`src/rtl/control_unit.sv`:
```
// control_unit: multi-cycle fetch/decode sequencer driving the cpu datapath controls.
// Supported instructions: add, sub, and, or, addi, ld, sd. Any other encoding halts
// the unit in ILLEGAL until rst.
// Ports:
//   clk, rst                        clock, synchronous active-high reset
//   imem_req/imem_addr              fetch request and address (address equals pc)
//   imem_ready/imem_data            fetch response
//   cpu_rf_addr_a/_b/_write_addr    rs1, rs2, rd
//   cpu_rf_write_en, cpu_dm_write_en  single-cycle write strobes
//   cpu_immediate                   sign-extended immediate
//   cpu_mux_0/1/2_sel, cpu_alu_operation  datapath selects and ALU op
//   pc, illegal                     program counter, halted flag
//   instret                         retired-instruction count (only with CU_INSTRET_COUNTER_EN)
module control_unit #(
    parameter int WORDSIZE = 64,
    parameter logic [WORDSIZE-1:0] RESET_PC = '0
) (
    input  logic                clk,
    input  logic                rst,
    output logic                imem_req,
    output logic [WORDSIZE-1:0] imem_addr,
    input  logic                imem_ready,
    input  logic [31:0]         imem_data,
    output logic [4:0]          cpu_rf_addr_a,
    output logic [4:0]          cpu_rf_addr_b,
    output logic [4:0]          cpu_rf_write_addr,
    output logic                cpu_rf_write_en,
    output logic [WORDSIZE-1:0] cpu_immediate,
    output logic                cpu_mux_0_sel,
    output logic                cpu_mux_1_sel,
    output logic                cpu_mux_2_sel,
    output logic [2:0]          cpu_alu_operation,
    output logic                cpu_dm_write_en,
`ifdef CU_INSTRET_COUNTER_EN
    output logic [63:0]         instret,
`endif
    output logic [WORDSIZE-1:0] pc,
    output logic                illegal
);
    typedef enum logic [2:0] {FETCH, DECODE, EXECUTE, MEM, WB, ILLEGAL} state_t;
    state_t state, next;
    logic [31:0] ir;
    logic rf_we_q, dm_we_q, ld_q, sd_q;
    logic is_r, is_addi, is_ld, is_sd, ok, retire;
    logic [WORDSIZE-1:0] dec_imm;
    logic [2:0] dec_op;
    always_comb begin
        is_r = ir[6:0] == 7'b0110011 &&
               ((ir[31:25] == 7'b0000000 && (ir[14:12] == 3'b000 || ir[14:12] == 3'b111 || ir[14:12] == 3'b110)) ||
                (ir[31:25] == 7'b0100000 && ir[14:12] == 3'b000));
        is_addi = ir[6:0] == 7'b0010011 && ir[14:12] == 3'b000;
        is_ld = ir[6:0] == 7'b0000011 && ir[14:12] == 3'b011;
        is_sd = ir[6:0] == 7'b0100011 && ir[14:12] == 3'b011;
        ok = is_r || is_addi || is_ld || is_sd;
        dec_imm = is_sd ? {{(WORDSIZE-12){ir[31]}}, ir[31:25], ir[11:7]} :
                  is_r  ? '0 : {{(WORDSIZE-12){ir[31]}}, ir[31:20]};
        dec_op = !is_r ? 3'b000 : ir[30] ? 3'b001 :
                 ir[14:12] == 3'b111 ? 3'b010 : ir[14:12] == 3'b110 ? 3'b011 : 3'b000;
        retire = state == WB || (state == MEM && sd_q);
        next = state;
        case (state)
            FETCH:   next = (imem_req && imem_ready) ? DECODE : FETCH;
            DECODE:  next = ok ? EXECUTE : ILLEGAL;
            EXECUTE: next = (ld_q || sd_q) ? MEM : WB;
            MEM:     next = sd_q ? FETCH : WB;
            WB:      next = FETCH;
            default: next = ILLEGAL;
        endcase
    end
    always_ff @(posedge clk) begin
        if (rst) begin
            state <= FETCH;
            pc <= RESET_PC;
            ir <= '0;
            imem_req <= 1'b0;
            illegal <= 1'b0;
            rf_we_q <= 1'b0;
            dm_we_q <= 1'b0;
            ld_q <= 1'b0;
            sd_q <= 1'b0;
            cpu_rf_addr_a <= '0;
            cpu_rf_addr_b <= '0;
            cpu_rf_write_addr <= '0;
            cpu_immediate <= '0;
            cpu_mux_0_sel <= 1'b0;
            cpu_mux_1_sel <= 1'b0;
            cpu_mux_2_sel <= 1'b0;
            cpu_alu_operation <= '0;
`ifdef CU_INSTRET_COUNTER_EN
            instret <= '0;
`endif
        end else begin
            state <= next;
            imem_req <= next == FETCH;
            illegal <= next == ILLEGAL;
            rf_we_q <= next == WB;
            dm_we_q <= next == MEM && sd_q;
            if (state == FETCH && imem_req && imem_ready)
                ir <= imem_data;
            if (state == DECODE && ok) begin
                cpu_rf_addr_a <= ir[19:15];
                cpu_rf_addr_b <= ir[24:20];
                cpu_rf_write_addr <= ir[11:7];
                cpu_immediate <= dec_imm;
                cpu_mux_0_sel <= 1'b0;
                cpu_mux_1_sel <= is_r;
                cpu_mux_2_sel <= is_ld;
                cpu_alu_operation <= dec_op;
                ld_q <= is_ld;
                sd_q <= is_sd;
            end
            if (retire)
                pc <= pc + WORDSIZE'(4);
`ifdef CU_INSTRET_COUNTER_EN
            if (retire)
                instret <= instret + 64'd1;
`endif
        end
    end
    // Strobes are gated by rst so a reset landing mid-instruction kills the write in that cycle.
    assign cpu_rf_write_en = rf_we_q & ~rst;
    assign cpu_dm_write_en = dm_we_q & ~rst;
    assign imem_addr = pc;
endmodule

```
`config.mk`:
```
export PLATFORM = sky130hd
export DESIGN_NAME = control_unit
export DESIGN_NICKNAME = d
export VERILOG_FILES = /design/src/rtl/control_unit.sv
export SDC_FILE = /design/constraint.sdc
export NUM_CORES = 1
export LEC_CHECK = 0
export ABC_CLOCK_PERIOD_IN_PS = 3500
export CORE_MARGIN = 2
export CORE_UTILIZATION = 44
export CTS_CLUSTER_SIZE = 8
export DETAILED_ROUTE_END_ITERATION = 10
export PLACE_DENSITY = 0.8
export SKIP_LAST_GASP = 1
export SYNTH_ARGS = -nofsm -noshare
export SYNTH_HDL_FRONTEND = slang
export SYNTH_SLANG_ARGS = --single-unit
```
`constraint.sdc`:
```
create_clock -name clk -period 3.5 [get_ports clk]
set_input_delay 0.525 -clock clk [delete_from_list [all_inputs] [get_ports clk]]
set_output_delay 0.525 -clock clk [all_outputs]
set_load 0.005 [all_outputs]
```
* Word level (Yosys, flattened, before mapping)
Index checks and enable logic that the tools add are counted.
** Storage, ports and cells
- Register bits after elaboration :: 188
** Operators by class
- $add $sub $neg :: 1
- Reduce and logical (&&, ||, !) cells :: 24
- Bitwise gates (word level) :: 3
- Equal/unequal tests :: 15
- Multiplexer cells :: 11
** Operators with widths (count)
- 64-bit two-way mux :: 2
- 64-bit by 3-bit adder with 64-bit output, second input constant :: 1
- 7-bit by 6-bit == test with 1-bit output, second input constant :: 3
- 3-bit == test, second input constant :: 5
- 3-bit one-hot mux with 5 select lines :: 1
- 3-bit by 2-bit == test with 1-bit output, second input constant :: 4
- 1-bit logical AND :: 12
- 3-bit logical NOT :: 3
- 3-bit two-way mux :: 3
- 1-bit logical OR :: 8
- 2-bit two-way mux :: 4
- 7-bit by 2-bit == test with 1-bit output, second input constant :: 1
- 7-bit by 5-bit == test with 1-bit output, second input constant :: 1
- 7-bit logical NOT :: 1
- 3-bit by 1-bit == test with 1-bit output, second input constant :: 1
- 1-bit bitwise AND :: 2
- 1-bit two-way mux :: 1
- 1-bit inverter :: 1

* Longest topological paths before layout
- Depth in word-level cells :: 13
- Mapped depth :: 8

* Worst setup path after synthesis
OpenSTA, ideal clock, no wires.
- Path kind :: reg-to-reg
- Start :: register pc[15], in the netlist imem_addr[15]
- End :: register pc[53], in the netlist imem_addr[53]
- Arrival :: 2.393 ns
- Data required time :: 3.430 ns
- Setup slack :: 1.037 ns
- Setup time :: 0.070 ns
- Period minus slack after synthesis :: 2.463 ns
- Cell stages (with the launch flop) :: 7
- Buffers on the path :: 1
- Path through :: dfxtp_1 > nand4_2 > or4_4 > buf_6 > or4_4 > or4_1 > a21oi_1
** On the way
- Longest elaborated chain between the ends :: 1
** RTL lines
- start: declaration :: line 37 : output logic [WORDSIZE-1:0] pc,
- start signal: assignment :: line 113 : pc <= pc + WORDSIZE'(4);
- 64-bit by 3-bit adder with 64-bit output :: line 113
Every way passes these cells.
A chain may end at the register's enable or synchronous reset.

* Worst setup path after layout
- Start :: register pc[14], in the netlist imem_addr[14]
- End :: register pc[53], in the netlist imem_addr[53]
The elaborated chain is that of the path after synthesis.

==> summary.md <==
| Metric | Value |
|---|---|
| Status | complete, no violations |
| Clock Skew | 0.00558 ns |
| Mapped cell area | 6520 µm² |
| Antenna-violating nets left | 0 |
| Ratio of cells with drive above 1 in the final layout | 6.32% |
| Post-synth EDFFs | 0 |
| Crit path kind | reg2reg |
| Async S/R FF share, synth | 0% |
| Drt pass-1 iters | 5 |
| Via count | 5764 |
| Placed Cells incl. Taps | 1085 |
| Finished Layout Cells | 1117 |
| CP max-delay cell | or4_4 |
| Sequential share of the synthesized area | 40.9% |
| Critical path, cell by cell | nand4_2, or4_4, or4_4, or4_1, a21oi_1 |
| Post-route design area | 8810 µm² |
| Clk buf depth | 2 |
| Post-Syn Instances | 804 |
| I/O pins | 252 |
| Worst path buffer plus inverter count | 0 |
| Final cycle utilization of the critical path | 79.2% |
| Via count of the first global-routing pass | 5237 |
| Fmax | 0.361 GHz |
| Max-cap violations | 0 |
| Ys Warns | 0 |
| Global placement routability congestion | 0.818 |
| Yosys top cell by area | dfxtp_1 |
| CTS tree | built |
| HP Start | cpu_rf_addr_b[3] |
| Synth top area share | 40.9% |
| Final setup viols | 0 |
| Htree depth | 4 |
| WP data required | 3.85 ns |
| Die X | 126 µm |
| Max Fanout on Critical Path | 24 |
| Chip Height | 126 µm |
| Core Region | 14500 µm² |
| # rows | 44 |
| P&R area growth vs syn | 35.3% |
| Final hold viol count | 0 |
| Worst Hold Depth | 2 |
| Flop2flop setup slack | 0.73 ns |
| Drt wl/cell | 15.1 µm |
| Most common flop cell mapped by yosys | dfxtp_1 |
| Leak | 2.91 nW |
| HP Class | reg2reg |
| RR Startpoint | imem_addr[14] |
| Reg clk slew, reported paths | 0.06 ns |
| Power Dens Cells | 389 nW/µm² |
| Largest net degree at the start of global routing | 55 |
| Final net count | 956 |
| Top Family by Delay on Critical Path | simple AND/OR/NAND/NOR gates |
| Cell mode on critical path | or4_4 |
| Slew margin rel. | 55.2% |
| CP startpoint kind | flop |
| RSZ-0062 raised after global routing | false |
| WHS Endpoint | cpu_rf_addr_b[3] |
| Worst Max-Slew Pin Slew | 0.670 ns |
| Iteration-0 DRC Markers | 368 |
| Die area | 15800 µm² |
| Power Total | 3.43 mW |
| Final routed DRC violation total | 0 |
| CP max stage delay | 0.68 ns |
| Post-CTS Setup Repair Bufs | 0 |
| Maximum vdd drop | 0.000342 V |
| Initial antenna violation count | 0 |
| Synthesized flop and latch total | 133 |
| Clock period minus worst slack | 2.77 ns |
| CTS Hold Bufs | 0 |
| Port bufs | 245 |
| Setup crit end kind | flop |
| CTS resizes | 0 |
| Yosys cell types | 55 |
| WHS | 0.447 ns |
| Placement-stage cell area | 8230 µm² |
| GRT overflow | 0 |
| Mean Syn Cell Area | 8.10 µm² |
| Root buffer cell | clkbuf_16 |
| ANT cells | 0 |
| Reg2Reg Depth | 5 |
| Final WL | 16800 µm |
| Area contributors post-synth | dfxtp_1 (41%), buf_4 (14%), nand2_1 (7.7%) |
| Dpl hpwl | 11800 µm |
| Initial Util | 45.0% |
| CP Launch Point | imem_addr[14] |
| Final max-slew violation count | 0 |
| Total Neg Setup Slack | 0 ns |
| Fill count | 1293 |
| Data arrival, critical path | 3.12 ns |
| Total GRT Usage | 20.8% |
| Vias per cell | 5.16 |
| # clock sinks | 133 |
| CTS Buf Count | 17 |
| Worst R2R End | imem_addr[53] |
| First-pass GRT wire length | 26800 µm |
| Clk_lat worst skew | 0.42 ns |
## layout make-up
type / instances / area (µm²) / share of cell area, %
Clock buffer: 24 / 512 / 5.81
Clock inverter: 8 / 71.3 / 0.809
Inverter: 12 / 45.0 / 0.511
Multi-Input combinational cell: 500 / 2760 / 31.3
Timing Repair Buffer: 256 / 2530 / 28.7
Sequential cell: 133 / 2660 / 30.2
Tap cell: 184 / 230 / 2.61
## cells in the mapped netlist, types with 2 or more instances
cell / instances
buf_4: 120
a31o_2: 2
nand4_1: 14
and4_1: 9
nor3_1: 9
o211ai_1: 2
nor3b_1: 3
a21oi_1: 88
and2_1: 5
xnor2_1: 30
or3_1: 18
xor2_1: 5
o21bai_1: 5
nor2_1: 46
nand3_1: 20
or2_2: 3
clkbuf_1: 42
and3_1: 6
dfxtp_1: 133
nand4b_1: 2
or4_4: 2
buf_6: 2
nand2_1: 133
a32oi_1: 5
o31ai_1: 2
nor4bb_1: 2
o21ai_0: 24
nor4_1: 24
o2111ai_1: 3
nand3b_1: 5
or4_1: 3
inv_1: 12
nor2b_1: 3
## where the power goes
part	internal [mW]	switching, mW	leakage (nW)	total [mW]
registers	1.54	0.0211	1.07	1.56
logic	0.0673	0.0784	1.54	0.146
clock network	1.08	0.636	0.292	1.72
## per-stage QoR
stage               utilization (%)  setup slack (ns)
finish                         60.9             0.728
global route                   60.9             0.603
CTS                            60.9             0.746
detailed placement             56.9             0.786
global placement               56.9             0.831
floorplan                         -              1.04
## worst max path at each step
stage                                to  slack, ns  depth (start not counted)
after detailed placement  imem_addr[53]       0.79                          5
final                     imem_addr[53]       0.73                          5
after floorplan           imem_addr[53]       1.04                          6
after CTS                 imem_addr[53]       0.75                          5
after global placement    imem_addr[53]       0.83                          5
after global routing      imem_addr[53]       0.60                          5
## state kept, by name (all words and copies together) (netlist names)
name	cells
imem_addr	62
ir	32
cpu_immediate	12
cpu_rf_addr_a	5
cpu_rf_addr_b	5
cpu_rf_write_addr	5
state	3
cpu_alu_operation	2
cpu_mux_1_sel	1
cpu_mux_2_sel	1
dm_we_q	1
illegal	1
imem_req	1
rf_we_q	1
sd_q	1
## layout by cell type (no fill, tap or decap), types with 3 or more instances in the layout
master	instances
or4_1	3
nor2b_1	3
nor3_1	9
nand4_1	14
nand2_1	133
a32oi_1	5
buf_4	12
clkbuf_8	6
nor4_1	23
nand3_1	20
clkbuf_16	17
nor3b_1	3
conb_1	6
and4_1	9
o21bai_1	5
or2_2	3
o21ai_0	23
and2_1	5
nand3b_1	5
or3_1	18
clkinv_2	5
inv_1	12
nor2_1	45
a21oi_1	88
xor2_1	5
clkdlybuf4s50_1	244
dfxtp_1	133
xnor2_1	30
and3_1	6
## worst min-delay path: stages, from the launching register on
cell and delay (ns):
dfxtp_1 0.30, nand2_1 0.05, a21oi_1 0.05
## cell families (layout without fill, tap and decap cells)
logic type / count (synthesis) / count (layout) / synth area share, %
AND/OR/NAND/NOR: 316 / 316 / 24.3
adder cells (fa/ha/maj): 1 / 1 / 0.192
flip-flops: 133 / 133 / 40.9
XOR/XNOR: 35 / 35 / 4.70
buffers and inverters: 176 / 300 / 17.3
AO/OA/AOI/OAI: 140 / 140 / 12.2
multiplexers: 2 / 2 / 0.326
other: 1 / 6 / 0.0575
## routing by layer
| metal | vias up | GRT usage (%) | part of all wire [%] |
|---|---|---|---|
| met1 | 2689 | 24.8 | 41 |
| met2 | 195 | 35.6 | 50 |
| met3 | 17 | 6.58 | 7.9 |
| met4 | 0 | 6.47 | 1.2 |
| li1 | 2863 | - | - |
| met5 | - | 0 | 0 |
No activity file was read; power rests on OpenSTA's default activity.
